--- config.mk ---
export PLATFORM = sky130hd
export DESIGN_NAME = tlb_refill_walker
export DESIGN_NICKNAME = d
export VERILOG_FILES = /design/src/rtl/tlb_refill_walker.sv
export SDC_FILE = /design/constraint.sdc
export NUM_CORES = 1
export LEC_CHECK = 0
export CAP_MARGIN = 10
export CORE_MARGIN = 2
export CORE_UTILIZATION = 45
export DETAILED_ROUTE_END_ITERATION = 10
export HOLD_SLACK_MARGIN = 0.12
export PLACE_DENSITY = 0.78
export SYNTH_ARGS = -nofsm -noshare
export SYNTH_HDL_FRONTEND = slang
export SYNTH_SLANG_ARGS = --single-unit
--- constraint.sdc ---
create_clock -name clk -period 9.1 [get_ports clk]
set_input_delay 1.82 -clock clk [delete_from_list [all_inputs] [get_ports clk]]
set_output_delay 1.82 -clock clk [all_outputs]
set_load 0.03 [all_outputs]
--- src/rtl/tlb_refill_walker.sv ---
// TLB miss handler: reads one PTE from a single-level page table, picks a
// victim way in the missing set, writes the refill, then reports done/fault.
module tlb_refill_walker #(
    parameter int NUM_WAYS       = 4,
    parameter int SET_INDEX_BITS = 4,
    parameter int NUM_SETS       = 2**SET_INDEX_BITS
) (
    input  logic                      clk,
    input  logic                      rst_n,
    input  logic                      miss_valid,
    output logic                      miss_ready,
    input  logic [19:0]               miss_vpn,
    input  logic [NUM_WAYS-1:0]       set_valid,
    input  logic [31:0]               ptbr,
    output logic                      mem_req_valid,
    output logic [31:0]               mem_req_addr,
    input  logic                      mem_req_ready,
    input  logic                      mem_resp_valid,
    input  logic [31:0]               mem_resp_data,
    output logic                      refill_valid,
    output logic [SET_INDEX_BITS-1:0] refill_set,
    output logic [1:0]                refill_way,
    output logic [19:0]               refill_vpn,
    output logic [19:0]               refill_ppn,
    output logic [1:0]                refill_perms,
    output logic                      done_valid,
    output logic                      done_fault
);

    localparam int WAY_BITS = $clog2(NUM_WAYS);

    typedef enum logic [2:0] {
        IDLE,
        REQ,
        WAIT,
        REFILL,
        DONE
    } state_t;

    state_t                    state_q;
    state_t                    state_d;
    logic [19:0]               vpn_q;
    logic [NUM_WAYS-1:0]       setv_q;
    logic [19:0]               ppn_q;
    logic [1:0]                perms_q;
    logic                      fault_q;
    logic [WAY_BITS-1:0]       rr_ptr [NUM_SETS];
    logic [SET_INDEX_BITS-1:0] set_idx;
    logic [WAY_BITS-1:0]       victim;
    logic                      all_valid;
    logic                      unused_pte_bits;

    assign set_idx         = vpn_q[SET_INDEX_BITS-1:0];
    assign all_valid       = &setv_q;
    assign unused_pte_bits = ^mem_resp_data[11:3];

    // Prefer an empty way; round-robin only when the set is full.
    always_comb begin
        victim = rr_ptr[set_idx];
        for (int i = NUM_WAYS - 1; i >= 0; i--) begin
            if (!setv_q[i]) begin
                victim = WAY_BITS'(i);
            end
        end
    end

    always_comb begin
        state_d       = state_q;
        miss_ready    = 1'b0;
        mem_req_valid = 1'b0;
        refill_valid  = 1'b0;
        done_valid    = 1'b0;
        case (state_q)
            IDLE: begin
                miss_ready = 1'b1;
                if (miss_valid) state_d = REQ;
            end
            REQ: begin
                mem_req_valid = 1'b1;
                if (mem_req_ready) state_d = WAIT;
            end
            WAIT: begin
                if (mem_resp_valid) begin
                    state_d = mem_resp_data[0] ? REFILL : DONE;
                end
            end
            REFILL: begin
                refill_valid = 1'b1;
                state_d      = DONE;
            end
            DONE: begin
                done_valid = 1'b1;
                state_d    = IDLE;
            end
            default: state_d = IDLE;
        endcase
    end

    assign mem_req_addr = mem_req_valid ? ptbr + {10'b0, vpn_q, 2'b00} : '0;
    assign refill_set   = refill_valid ? set_idx : '0;
    assign refill_way   = refill_valid ? 2'(victim) : '0;
    assign refill_vpn   = refill_valid ? vpn_q : '0;
    assign refill_ppn   = refill_valid ? ppn_q : '0;
    assign refill_perms = refill_valid ? perms_q : '0;
    assign done_fault   = done_valid & fault_q;

    always_ff @(posedge clk) begin
        if (!rst_n) begin
            state_q <= IDLE;
            vpn_q   <= '0;
            setv_q  <= '0;
            ppn_q   <= '0;
            perms_q <= '0;
            fault_q <= 1'b0;
            for (int s = 0; s < NUM_SETS; s++) begin
                rr_ptr[s] <= '0;
            end
        end else begin
            state_q <= state_d;
            if (state_q == IDLE && miss_valid) begin
                vpn_q  <= miss_vpn;
                setv_q <= set_valid;
            end
            if (state_q == WAIT && mem_resp_valid) begin
                ppn_q   <= mem_resp_data[31:12];
                perms_q <= mem_resp_data[2:1];
                fault_q <= ~mem_resp_data[0];
            end
            if (state_q == REFILL && all_valid) begin
                rr_ptr[set_idx] <= rr_ptr[set_idx] + 1'b1;
            end
        end
    end

endmodule
==> impl_metrics.py <==
metrics = {
    "clock_network": {
        "cts_buffers": 9,
        "htreeDepth": 3,
        "clkTransAtPathRegs_ns": 0.06,
        "cts_tree": "yes",
        "cts_resized": 0,
        "clock_latency_ns": 0.34,
        "clock-root-buffer": "clkbuf_16",
        "clockBufferDepth": 2,
        "cts_setup_buffers": 0,
        "cts.sinks": 86,
        "holdBufCountCts": 0,
    },
    "synthesis": {
        "synth.distinct_cells": 56,
        "synth_xor_area_share_pct": 1.599,
        "seq_area_frac_synth_pct": 36.75,
        "synth_fp_nets": 792,
        "synth-main-ff-cell": "dfxtp_1",
        "ys_warn_count": 0,
        "synth_top_family_by_area": "simple AND/OR/NAND/NOR gates",
        "synth-edff-count": 32,
        "yosys.area_share.simple_pct": 29.23,
        "synthMuxAreaShare_pct": 4.413,
        "netlist_area_um2": 5557,
        "synth-async-reset-ratio_pct": 0,
        "synth_compound_area_share_pct": 18.26,
        "avgSynthCellArea_um2": 8.196,
        "synth_fa_ha_area_share_pct": 4.864,
        "synthCells": 678,
        "ys_ff_latch": 86,
    },
    "global_routing": {
        "grt_max_degree": 67,
        "grt_usage_pct": 24.00,
        "grt_pass1_vias": 5184,
        "grt_pass1_wl_um": 25260,
        "overflow": 0,
        "antenna_found_initial": 0,
    },
    "route": {
        "avgRoutedWirePerCell_um": 16.35,
        "drc": 0,
        "dr_wl_met2_um": 7356,
        "highest_layer": "met4",
        "wl_met3_um": 1416,
        "drt-total-wl_um": 15760,
        "routed_via_density": 5.577,
        "met1_length_um": 6670,
        "first_pass_iters": 5,
        "dr_total_vias": 5376,
        "drtAntennaViolNets": 0,
        "drt_iter0_markers": 453,
    },
    "sta": {
        "slew_headroom_pct": 32.37,
        "setup_viol": 0,
        "holdWs_ns": 0.4670,
        "fin_ws_ns": 2.181,
        "layout_min_cycle_time_ns": 6.919,
        "layout_worst_path_cycle_share_pct": 76.03,
        "clock.fmax_ghz": 0.1445,
        "rsz0062_at_grt": "false",
        "hold_viol_final": 0,
        "max_slew.worst_pin.slew_ns": 1.015,
        "fin_tns_setup_ns": 0,
        "final_max_slew_viol_count": 0,
        "skew_ns": 0.008103,
    },
    "layout": {
        "final-instance-count-excl-fill": 964,
        "drive_above_1_share_pct": 4.406,
        "fin_nets": 926,
        "area_growth_pct": 35.13,
        "diodes": 0,
    },
    "setup_path": {
        "path_common_cell": "clkdlybuf4s50_1",
        "endpoint_kind": "primary output",
        "path_cells": "clkdlybuf4s50_1 > ha_1 > a211oi_1 > nor2_1 > o41a_1 > nor4b_2 > o21ai_0 > a21oi_1 > clkdlybuf4s50_1",
        "arrival_ns": 5.10,
        "cpPeakStageDelay_ns": 0.68,
        "critPathLaunchType": "input pin",
        "startpoint": "ptbr[8]",
        "setup.worst_path.class": "in -> out",
        "required_ns": 7.28,
        "crit_family": "buffers and inverters",
        "path_buf_inv": 2,
        "cp_slowest_cell": "clkdlybuf4s50_1",
        "critPathMaxFanout": 9,
    },
    "floorplanning": {
        "dieArea_um2": 13250,
        "rows": 40,
        "initial_core_util_pct": 46.26,
        "core_area_um2": 12010,
        "ios": 178,
        "die_w_um": 115.1,
        "die_h_um": 115.1,
    },
    "placed_design": {
        "dp_cells": 948,
        "place_congestion": 0.9186,
        "dpl_worst_slack_ns": 2.222,
        "hpwl_um": 11990,
        "place.port_buffers": 168,
    },
    "power_and_ir_drop": {
        "peakVddDrop_v": 0.0001038,
        "power.total_mw": 1.038,
        "leakage_nw": 2.774,
        "power-per-cell-area_nw_per_um2": 138.2,
    },
    "hold_path": {
        "hp-start": "ppn_q[3]",
        "hp-class": "reg -> reg",
    },
    "outcome": {
        "outcome": "finished, final reports clean",
    },
    "flow_run": {
        "drv_cap": 0,
    },
}
cell families (layout without fill, tap and decap cells):
kind of cell,after synthesis,after routing
AO/OA/AOI/OAI,147,147
buffers and inverters,63,202
AND/OR/NAND/NOR,341,341
flip-flops,86,86
multiplexers,12,12
adder cells (fa/ha/maj),21,21
XOR/XNOR,8,8
worst paths after layout:
kind                       to  slack [ns]  cells past startpoint
min reg2reg          ppn_q[3]        0.47                      2
max reg2reg      rr_ptr[1][1]        6.21                      4
max          mem_req_addr[23]        2.18                      9
min                  ppn_q[3]        0.47                      2
metal layers:
layer,GRT usage [%],up-vias
li1,-,2660
met1,30.10,2474
met2,39.96,219
met3,6.958,23
met4,7.791,0
met5,0,-
cell type report:
class	instances	area, um2
clock buffers	9	225.2
clock inverters	7	53.80
fillers	1044	4503
inverters	15	56.30
multi-input cells	529	3248
flip-flops and latches	86	2042
well taps	147	183.9
repair buffers	171	1699
power by group:
| group | leakage [nW] | internal [mW] | switching [mW] | total [mW] |
|---|---|---|---|---|
| Combinational | 1.86 | 0.114 | 0.146 | 0.261 |
| Sequential | 0.770 | 0.414 | 0.0173 | 0.431 |
| Clock | 0.141 | 0.189 | 0.157 | 0.346 |
metrics by stage:
| stage | area (um2) | util [%] |
|---|---|---|
| 4_1_cts | 7508 | 62.51 |
| 5_1_grt | 7508 | 62.51 |
| 6_report | 7508 | 62.51 |
| 3_5_place_dp | 7229 | 60.19 |
| 3_3_place_gp | 7229 | 60.19 |
| 2_1_floorplan | 5557 | - |
flip-flops by register name, indices dropped and copies added (netlist names), named ones only:
name	count
fault_q	1
perms_q	2
ppn_q	20
rr_ptr	32
setv_q	4
state_q	3
vpn_q	20
cell usage after synthesis, types with 5 or more instances:
cell,instances,area [um2]
a21oi_1,28,140.1
nand3_1,28,140.1
nor4_1,7,43.79
dfxtp_1,54,1081
a21o_1,6,45.04
o211ai_1,8,60.06
and3_1,5,31.28
and2_1,47,294.0
inv_1,15,56.30
mux4_2,10,225.2
o21a_1,6,45.04
a21boi_0,47,352.8
buf_4,5,37.54
ha_1,20,250.2
or3_1,5,31.28
nor3_1,23,115.1
nand4_1,7,43.79
nor2_1,52,195.2
nand2b_1,9,56.30
nand2_1,139,521.8
nor2b_1,5,31.28
clkbuf_1,40,150.1
o21ai_0,20,100.1
edfxtp_1,32,960.9
a211oi_1,5,37.54
layout by cell type, fill, tap and decap left out, drive strengths merged, types with 21 or more instances in the layout:
| master | Yosys | layout |
|---|---|---|
| a21boi | 47 | 47 |
| a21oi | 28 | 28 |
| and2 | 48 | 48 |
| clkdlybuf4s50 | 0 | 167 |
| dfxtp | 54 | 54 |
| edfxtp | 32 | 32 |
| nand2 | 139 | 139 |
| nand3 | 28 | 28 |
| nor2 | 52 | 52 |
| nor3 | 23 | 23 |
| o21ai | 21 | 21 |
worst reg2reg max path, stage by stage, from the launching register on:
cell and delay [ns]:
dfxtp_1 0.70, mux4_2 0.60, mux4_2 0.71, xnor2_4 0.52, nor2_1 0.10
(Power assumes the default switching activity.)
